--- src/rtl/mcr_rom_loader.sv ---
// MCR1 download front-end: routes ioctl ROM bytes to the dpram, latches module/DIP bytes,
// tracks load status and sequences the core reset (held through load, then a delayed extra pulse).
module mcr_rom_loader #(
  parameter int          ROM_AW    = 16,
  parameter logic [15:0] HOLD_CNT  = 16'hFFFF,
  parameter logic [7:0]  MOD_INDEX = 8'd1,
  parameter logic [7:0]  DIP_INDEX = 8'd254
) (
  input  logic              clk_sys,
  input  logic              reset_n,
  input  logic              ioctl_download,
  input  logic              ioctl_wr,
  input  logic [24:0]       ioctl_addr,
  input  logic [7:0]        ioctl_dout,
  input  logic [7:0]        ioctl_index,
  input  logic              user_reset,
  output logic              rom_we,
  output logic [ROM_AW-1:0] rom_waddr,
  output logic [7:0]        rom_wdata,
  output logic              rom_download,
  output logic [7:0]        mod_id,
  output logic              mod_valid,
  output logic [63:0]       dip_bus,
  output logic              rom_loaded,
  output logic [ROM_AW:0]   rom_bytes,
  output logic              load_error,
  output logic              core_reset
);

  typedef enum logic [2:0] {S_EMPTY, S_LOAD, S_SETTLE, S_RUN, S_UHOLD} state_t;

  localparam logic [ROM_AW:0] BYTES_MAX = {1'b1, {ROM_AW{1'b0}}};
  localparam logic [ROM_AW:0] BYTES_ONE = {{ROM_AW{1'b0}}, 1'b1};

  state_t              r_state;
  logic [15:0]         r_cnt;
  logic                r_core_reset;
  logic                r_dl, r_dl_d;
  logic                r_rom_we;
  logic [ROM_AW-1:0]   r_rom_waddr;
  logic [7:0]          r_rom_wdata;
  logic [7:0]          r_mod_id;
  logic                r_mod_valid;
  logic [63:0]         r_dip;
  logic                r_rom_loaded;
  logic [ROM_AW:0]     r_rom_bytes;
  logic                r_ovf;
  logic                r_load_error;

  state_t              w_state_nxt;
  logic [15:0]         w_cnt_nxt;
  logic                w_core_reset_nxt;
  logic                w_load_entry, w_load_done, w_load_fail;

  wire w_idx0      = (ioctl_index == 8'd0);
  wire w_in_range  = (ioctl_addr[24:ROM_AW] == '0);
  wire w_rom_wr    = ioctl_wr && ioctl_download && w_idx0;
  wire w_accept    = w_rom_wr && w_in_range;
  wire w_drop      = w_rom_wr && !w_in_range;
  wire w_dl_rise   = r_dl && !r_dl_d;
  wire w_dl_fall   = !r_dl && r_dl_d;

  // Completion looks at the count including a byte accepted in the same cycle.
  wire [ROM_AW:0] w_bytes_eff = (w_accept && (r_rom_bytes != BYTES_MAX)) ?
                                r_rom_bytes + BYTES_ONE : r_rom_bytes;
  wire            w_ovf_eff   = r_ovf || w_drop;
  wire            w_load_bad  = (w_bytes_eff == '0) || w_ovf_eff;

  // NOTE: sequential state uses non-blocking assignments so every register samples pre-edge values.
  always_ff @(posedge clk_sys) begin
    if (!reset_n) begin
      r_state      <= S_EMPTY;
      r_cnt        <= HOLD_CNT;
      r_core_reset <= 1'b1;
    end else begin
      r_state      <= w_state_nxt;
      r_cnt        <= w_cnt_nxt;
      r_core_reset <= w_core_reset_nxt;
    end
  end

  // NOTE: every combinational output gets a default first so no latch is inferred.
  always_comb begin
    w_state_nxt = r_state;
    w_cnt_nxt   = r_cnt;
    unique case (r_state)
      S_EMPTY: if (w_dl_rise) w_state_nxt = S_LOAD;
      S_LOAD: begin
        if (w_dl_fall) begin
          if (w_load_bad) begin
            w_state_nxt = S_EMPTY;
          end else begin
            w_state_nxt = S_SETTLE;
            w_cnt_nxt   = HOLD_CNT;
          end
        end
      end
      default: begin
        if (w_dl_rise) begin
          w_state_nxt = S_LOAD;
        end else if (user_reset) begin
          w_state_nxt = S_UHOLD;
          w_cnt_nxt   = HOLD_CNT;
        end else if (r_state == S_UHOLD) begin
          w_state_nxt = S_SETTLE;
          w_cnt_nxt   = HOLD_CNT;
        end else if (r_state == S_SETTLE) begin
          if (r_cnt <= 16'd1) begin
            w_state_nxt = S_RUN;
            w_cnt_nxt   = 16'd0;
          end else begin
            w_cnt_nxt   = r_cnt - 16'd1;
          end
        end
      end
    endcase
  end

  // core_reset is registered from the next state so it tracks the state register exactly.
  always_comb begin
    w_core_reset_nxt = 1'b0;
    unique case (w_state_nxt)
      S_EMPTY, S_LOAD, S_UHOLD: w_core_reset_nxt = 1'b1;
      S_SETTLE:                 w_core_reset_nxt = (w_cnt_nxt == 16'd1);
      default:                  w_core_reset_nxt = 1'b0;
    endcase
    w_load_entry = (w_state_nxt == S_LOAD) && (r_state != S_LOAD);
    w_load_done  = (r_state == S_LOAD) && (w_state_nxt == S_SETTLE);
    w_load_fail  = (r_state == S_LOAD) && (w_state_nxt == S_EMPTY);
  end

  always_ff @(posedge clk_sys) begin
    if (!reset_n) begin
      r_dl         <= 1'b0;
      r_dl_d       <= 1'b0;
      r_rom_we     <= 1'b0;
      r_rom_waddr  <= '0;
      r_rom_wdata  <= '0;
      r_mod_id     <= '0;
      r_mod_valid  <= 1'b0;
      r_dip        <= '0;
      r_rom_loaded <= 1'b0;
      r_rom_bytes  <= '0;
      r_ovf        <= 1'b0;
      r_load_error <= 1'b0;
    end else begin
      r_dl     <= ioctl_download && w_idx0;
      r_dl_d   <= r_dl;
      r_rom_we <= w_accept;
      if (w_accept) begin
        r_rom_waddr <= ioctl_addr[ROM_AW-1:0];
        r_rom_wdata <= ioctl_dout;
      end
      if (w_load_entry) begin
        r_rom_bytes  <= w_accept ? BYTES_ONE : '0;
        r_ovf        <= w_drop;
        r_load_error <= 1'b0;
        r_rom_loaded <= 1'b0;
      end else begin
        r_rom_bytes <= w_bytes_eff;
        r_ovf       <= w_ovf_eff;
        if (w_load_done) r_rom_loaded <= 1'b1;
        if (w_load_fail) r_load_error <= 1'b1;
      end
      if (ioctl_wr && (ioctl_index == MOD_INDEX) && (ioctl_addr == 25'd0)) begin
        r_mod_id    <= ioctl_dout;
        r_mod_valid <= 1'b1;
      end
      if (ioctl_wr && (ioctl_index == DIP_INDEX) && (ioctl_addr[24:3] == '0))
        r_dip[{ioctl_addr[2:0], 3'b000} +: 8] <= ioctl_dout;
    end
  end

  assign rom_we       = r_rom_we;
  assign rom_waddr    = r_rom_waddr;
  assign rom_wdata    = r_rom_wdata;
  assign rom_download = r_dl;
  assign mod_id       = r_mod_id;
  assign mod_valid    = r_mod_valid;
  assign dip_bus      = r_dip;
  assign rom_loaded   = r_rom_loaded;
  assign rom_bytes    = r_rom_bytes;
  assign load_error   = r_load_error;
  assign core_reset   = r_core_reset;

endmodule

--- config.mk ---
export PLATFORM = sky130hd
export DESIGN_NAME = mcr_rom_loader
export DESIGN_NICKNAME = d
export VERILOG_FILES = /design/src/rtl/mcr_rom_loader.sv
export SDC_FILE = /design/constraint.sdc
export NUM_CORES = 1
export LEC_CHECK = 0
export CORE_ASPECT_RATIO = 1.2
export CORE_MARGIN = 4
export CORE_UTILIZATION = 50
export DETAILED_ROUTE_END_ITERATION = 16
export PLACE_DENSITY_LB_ADDON = 0.12
export RECOVER_POWER = 25
export SYNTH_ARGS = -nofsm -noshare
export SYNTH_HDL_FRONTEND = slang
export SYNTH_SLANG_ARGS = --single-unit
--- constraint.sdc ---
create_clock -name clk_sys -period 3 [get_ports clk_sys]
set_input_delay 0.6 -clock clk_sys [delete_from_list [all_inputs] [get_ports clk_sys]]
set_output_delay 0.6 -clock clk_sys [all_outputs]
set_load 0.01 [all_outputs]
# --- Yosys cells after proc, flatten, opt, wreduce, memory -nomap -nowiden ---
# Cells that the tools add are included.
word_totals:
  register_bits: 140
  inputBits: 46
  out_inout_bits: 119
  wordCells: 85
classes:
  add_sub_neg: 3
  n_lt_le_gt_ge: 1
  eq_ne: 11
  n_shift: 2
  muxes: 23
  bitwise_logic: 1
  n_reduce_logical: 29
ops:
  columns: ["op", "count"]
  rows:
  - ["two-way mux 16 bit", 7]
  - ["bitwise mux 64 bit", 1]
  - ["variable shift 8 x 8 -> 64 bit (first input constant)", 1]
  - ["variable part select 8 x 8 -> 64 bit", 1]
  - ["two-way mux 17 bit", 2]
  - ["one-hot mux 16 bit (2 select lines)", 1]
  - ["zero test 25 bit", 1]
  - ["zero test 22 bit", 1]
  - ["two-way mux 3 bit", 7]
  - ["adder 17 x 1 -> 17 bit (second input constant)", 1]
  - ["zero test 17 bit", 1]
  - ["!= test 17 bit (second input constant)", 1]
  - ["== test 16 x 1 -> 1 bit (second input constant)", 1]
  - ["less-or-equal comparator 16 x 1 -> 1 bit (second input constant)", 1]
  - ["subtractor 16 x 1 -> 16 bit (second input constant)", 1]
  - ["logical AND 1 bit", 15]
  - ["zero test 9 bit", 1]
  - ["== test 8 x 1 -> 1 bit (second input constant)", 1]
  - ["== test 8 bit (second input constant)", 1]
  - ["zero test 8 bit", 1]
  - ["negator 6 -> 8 bit", 1]
  - ["== test 3 x 1 -> 1 bit (second input constant)", 2]
  - ["== test 3 x 2 -> 1 bit (second input constant)", 2]
  - ["== test 3 bit (second input constant)", 2]
  - ["other kinds (11)", 16]

# --- Logic depth before layout (Yosys ltp) ---
logic_depth:
  depth_word: 13
  ltp_mapped: 11
  mapped_depth_nobuf: 10

# --- Least setup slack after synthesis ---
# No wires, ideal clock.
synth_timing:
  path_type: "input port to flip-flop"
  from: "input port ioctl_addr[21]"
  to: "register r_cnt[10]"
  t_arrival_ns: 2.684
  path_slack_ns: 0.180
  cell_stages: 9
  cell_sequence: "nor4_2 -> nand4_1 -> a211oi_2 -> nand4_1 -> a22o_1 -> or3_4 -> o21ai_4 -> buf_6 -> o211ai_1"
synth_between:
  elab_chain_cells: 9
  word_cells_on_any_way: 12
  cone_classes: "4 x mux; 8 x reduce/logical"
synth_lines:
  columns: ["element", "line_no", "text"]
  rows:
  - ["start: declaration", "13", "input logic [24:0] ioctl_addr,"]
  - ["zero test 9 bit (*)", "56", "wire w_in_range = (ioctl_addr[24:ROM_AW] == '0);"]
  - ["logical AND 1 bit", "58", "wire w_accept = w_rom_wr && w_in_range;"]
  - ["logical AND 1 bit", "64", "wire [ROM_AW:0] w_bytes_eff = (w_accept && (r_rom_bytes != BYTES_MAX)) ?"]
  - ["two-way mux 17 bit", "64", null]
  - ["zero test 17 bit", "67", "wire w_load_bad = (w_bytes_eff == '0) || w_ovf_eff;"]
  - ["logical OR 1 bit (*)", "67", null]
  - ["two-way mux 16 bit (*)", "90", "if (w_load_bad) begin"]
  - ["two-way mux 16 bit (*)", "89", "if (w_dl_fall) begin"]
  - ["one-hot mux 16 bit (2 select lines) (*)", "86", "unique case (r_state)"]
  - ["end signal: assignment", "77", "r_cnt <= w_cnt_nxt;"]
  - ["end: declaration", "36", "logic [15:0] r_cnt;"]
# Mark *: on every way between the ends. The rest lies on a longest branch, timed or not.
# A chain may end at the register's enable or synchronous reset.

# --- Worst setup path in the final report ---
layout_timing:
  from: "input port ioctl_addr[16]"
  to: "register r_cnt[5]"
# The elaborated chain is that of the path after synthesis.

==> results.cfg <==
[clocking]
insertion_delay_ps = 420
cts_root_buf = clkbuf_16
clockBufferDepth = 2
cts_made_buffers = 17
holdBufCountCts = 0
htree_num_levels = 4
cts_tree = built
cts.clk_slew.worst_paths_ps = 70
cts_sinks = 140

[global_route]
grt_antenna_before_repair = 0
grt_max_degree = 104
grt_pass1_wl_um = 35400
grt_pass1_vias = 6881
grtUsageTotal = 0.286
grt_overflow_total = 0

[yosys]
netlist_instances = 842
synth_edf_count = 0
avgSynthCellArea_um2 = 8.03
synth_most_common_cell = dfxtp_1
syn_nets = 894
synth_top_area_frac = 0.415
synth_commonest_cells = 140 x dfxtp_1, 110 x nand2_1, 106 x nor2_1
synth_top_cell_by_area = dfxtp_1
synth_top_flop_cell = dfxtp_1
synthDistinctLibCells = 68
async_reset_ff_frac = 0
yosys_warnings = 0
synthTopCellsByArea = dfxtp_1 41%, mux2i_1 6.8%, nand2_1 6.1%
synth.ff_latch_count = 140
netlist_area_mm2 = 0.00676
ys_seq_area_frac = 0.415

[timing]
clock.fmax_mhz = 345
setup_ws_ps = 105
slew_viol_final = 0
period_share = 0.965
worst_pin_slew_ps = 642
finalSetupTns_ps = 0
rsz0062_at_grt = true
max-slew-margin-rel = 0.571
finalHoldViolations = 0
skew_ps = 9.25
holdWs_ps = 447
final-setup-viol-count = 0
fin_crit_ps = 2890

[worst_hold_path]
hold_class = reg2reg

[worst_setup_path]
arrival_ps = 3180
reg2reg_depth = 8
cp-startpoint = ioctl_addr[16]
reg2reg_slack_ps = 120
regToRegStartpoint = r_cnt[7]
critPathLaunchType = primary input
setup.worst_path.end_class = flip-flop
worst-path-max-fanout = 14
r2r-end = core_reset
crit_required_ps = 3290
endpoint = r_cnt[5]
critPathKind = in2reg

[drt]
dr_total_vias = 7046
drtPass1Iterations = 5
ant_nets = 0
route.detailed.drc = 0
initialDrtViolationCount = 546
detail_route.wl_per_cell_um = 18.0
wl_um = 22300
via_per_inst = 5.69

[finish]
multi_input_comb_area_mm2 = 0.00378
fin_nets = 1110
fill_cells = 1041
insertedDiodeCount = 0
drive_gt1_frac = 0.162
syn_to_final_growth_pct = 45.7
postLayoutCellArea_mm2 = 0.00985
regArea_mm2 = 0.00280

[place]
dp_hpwl_um = 15800
gp_congestion = 0.963
io_buffers = 164
post-place-ws_ps = -351
placed_area_mm2 = 0.00914

[run]
cap_viol_max_count = 0

[die]
die_w_um = 114
die_area_mm2 = 0.0155
io_pins = 165
start_util = 0.511
num_rows = 46
core_mm2 = 0.0132
die_h_um = 135

[status]
status = completed

[power]
p_leak_nw = 3.99
power_density_mw_per_mm2 = 427
ir_drop_v = 0.000408
[how the worst min path moves through the flow]
stage / slack (ps) / start / to / cells after the start
after floorplan: 450 / r_ovf / r_ovf / 2
after global placement: 440 / dip_bus[15] / dip_bus[15] / 2
after detailed placement: 440 / rom_waddr[8] / rom_waddr[8] / 2
after CTS: 450 / dip_bus[25] / dip_bus[25] / 2
after global routing: 470 / rom_waddr[3] / rom_waddr[3] / 2
final: 450 / dip_bus[45] / dip_bus[45] / 2
[final cells by class]
type / instances / area share
clock buffer: 17 / 0.0432
inverter: 19 / 0.00724
sequential: 140 / 0.285
multi-input combinational: 625 / 0.383
tap: 168 / 0.0213
timing repair buffer: 255 / 0.243
clock inverter: 15 / 0.0175
[layout by cell type, fill, tap and decap left out, types with 4 or more instances in the layout]
master,n
dfxtp_1,140
nand2_1,110
nor2_1,106
clkdlybuf4s50_1,101
buf_4,86
a21oi_1,76
dlygate4sd3_1,62
mux2i_1,45
nand4_1,40
o21ai_0,32
nand3_1,26
inv_1,18
clkbuf_16,17
nor4_1,13
xnor2_1,13
or2_2,13
nor3_1,11
nor2b_1,7
and3_1,7
a31oi_1,7
xor2_1,7
or3_1,6
and4_1,6
ha_1,6
inv_8,6
nor3_2,5
nor4b_1,5
and2_1,5
buf_12,5
nor4_2,4
nand2b_1,4
o22ai_1,4
o211ai_1,4
[per-stage QoR]
step	power (mW)	std cells	util
2_1_floorplan	1.99	842	-
3_3_place_gp	2.11	1207	0.690
3_5_place_dp	2.11	1207	0.690
4_1_cts	4.23	1239	0.735
5_1_grt	4.32	1239	0.744
6_report	4.21	1239	0.744
[routing by layer]
layer  GRT usage  wire (um)
met2       0.492      11300
met1       0.336       8780
met4       0.102        606
met5           0          0
met3      0.0885       1650
[power breakdown]
part,switching [mW],leakage [nW],internal (mW),total (mW)
clock network,0.943,0.289,1.19,2.13
registers,0.00120,1.13,1.86,1.86
logic,0.122,2.57,0.0931,0.215
total,1.07,3.99,3.14,4.21
[sequential cells by signal, summed over array words and instances, names as in the netlist, 3 cells and up]
name / count
dip_bus: 64
mod_id: 8
r_cnt: 16
r_state: 3
rom_bytes: 17
rom_waddr: 16
rom_wdata: 8
[critical path: stages]
cell             delay [ps]
clkdlybuf4s50_1         450
nor4b_1                 350
buf_4                   180
nand3_1                 140
buf_4                   180
buf_4                   120
nor4_1                  340
xnor2_1                 190
nand3_1                 170
o21ai_4                 200
buf_12                  160
nand4_1                  80
[kinds of logic after synthesis]
| logic type | after synthesis | synth area share |
|---|---|---|
| AND/OR/NAND/NOR | 393 | 0.291 |
| AO/OA/AOI/OAI | 160 | 0.145 |
| flip-flops | 140 | 0.415 |
| buffers and inverters | 77 | 0.0442 |
| multiplexers | 46 | 0.0681 |
| XOR/XNOR | 20 | 0.0259 |
| adder cells (fa/ha/maj) | 6 | 0.0111 |
[repair_timing]
| item | in CTS | in global routing |
|---|---|---|
| resized for setup | 0 | 22 |
| setup endpoints to repair | 0 | 68 |
| buffers inserted | 0 | 0 |
Note: power is estimated with default switching activity, not from simulation.
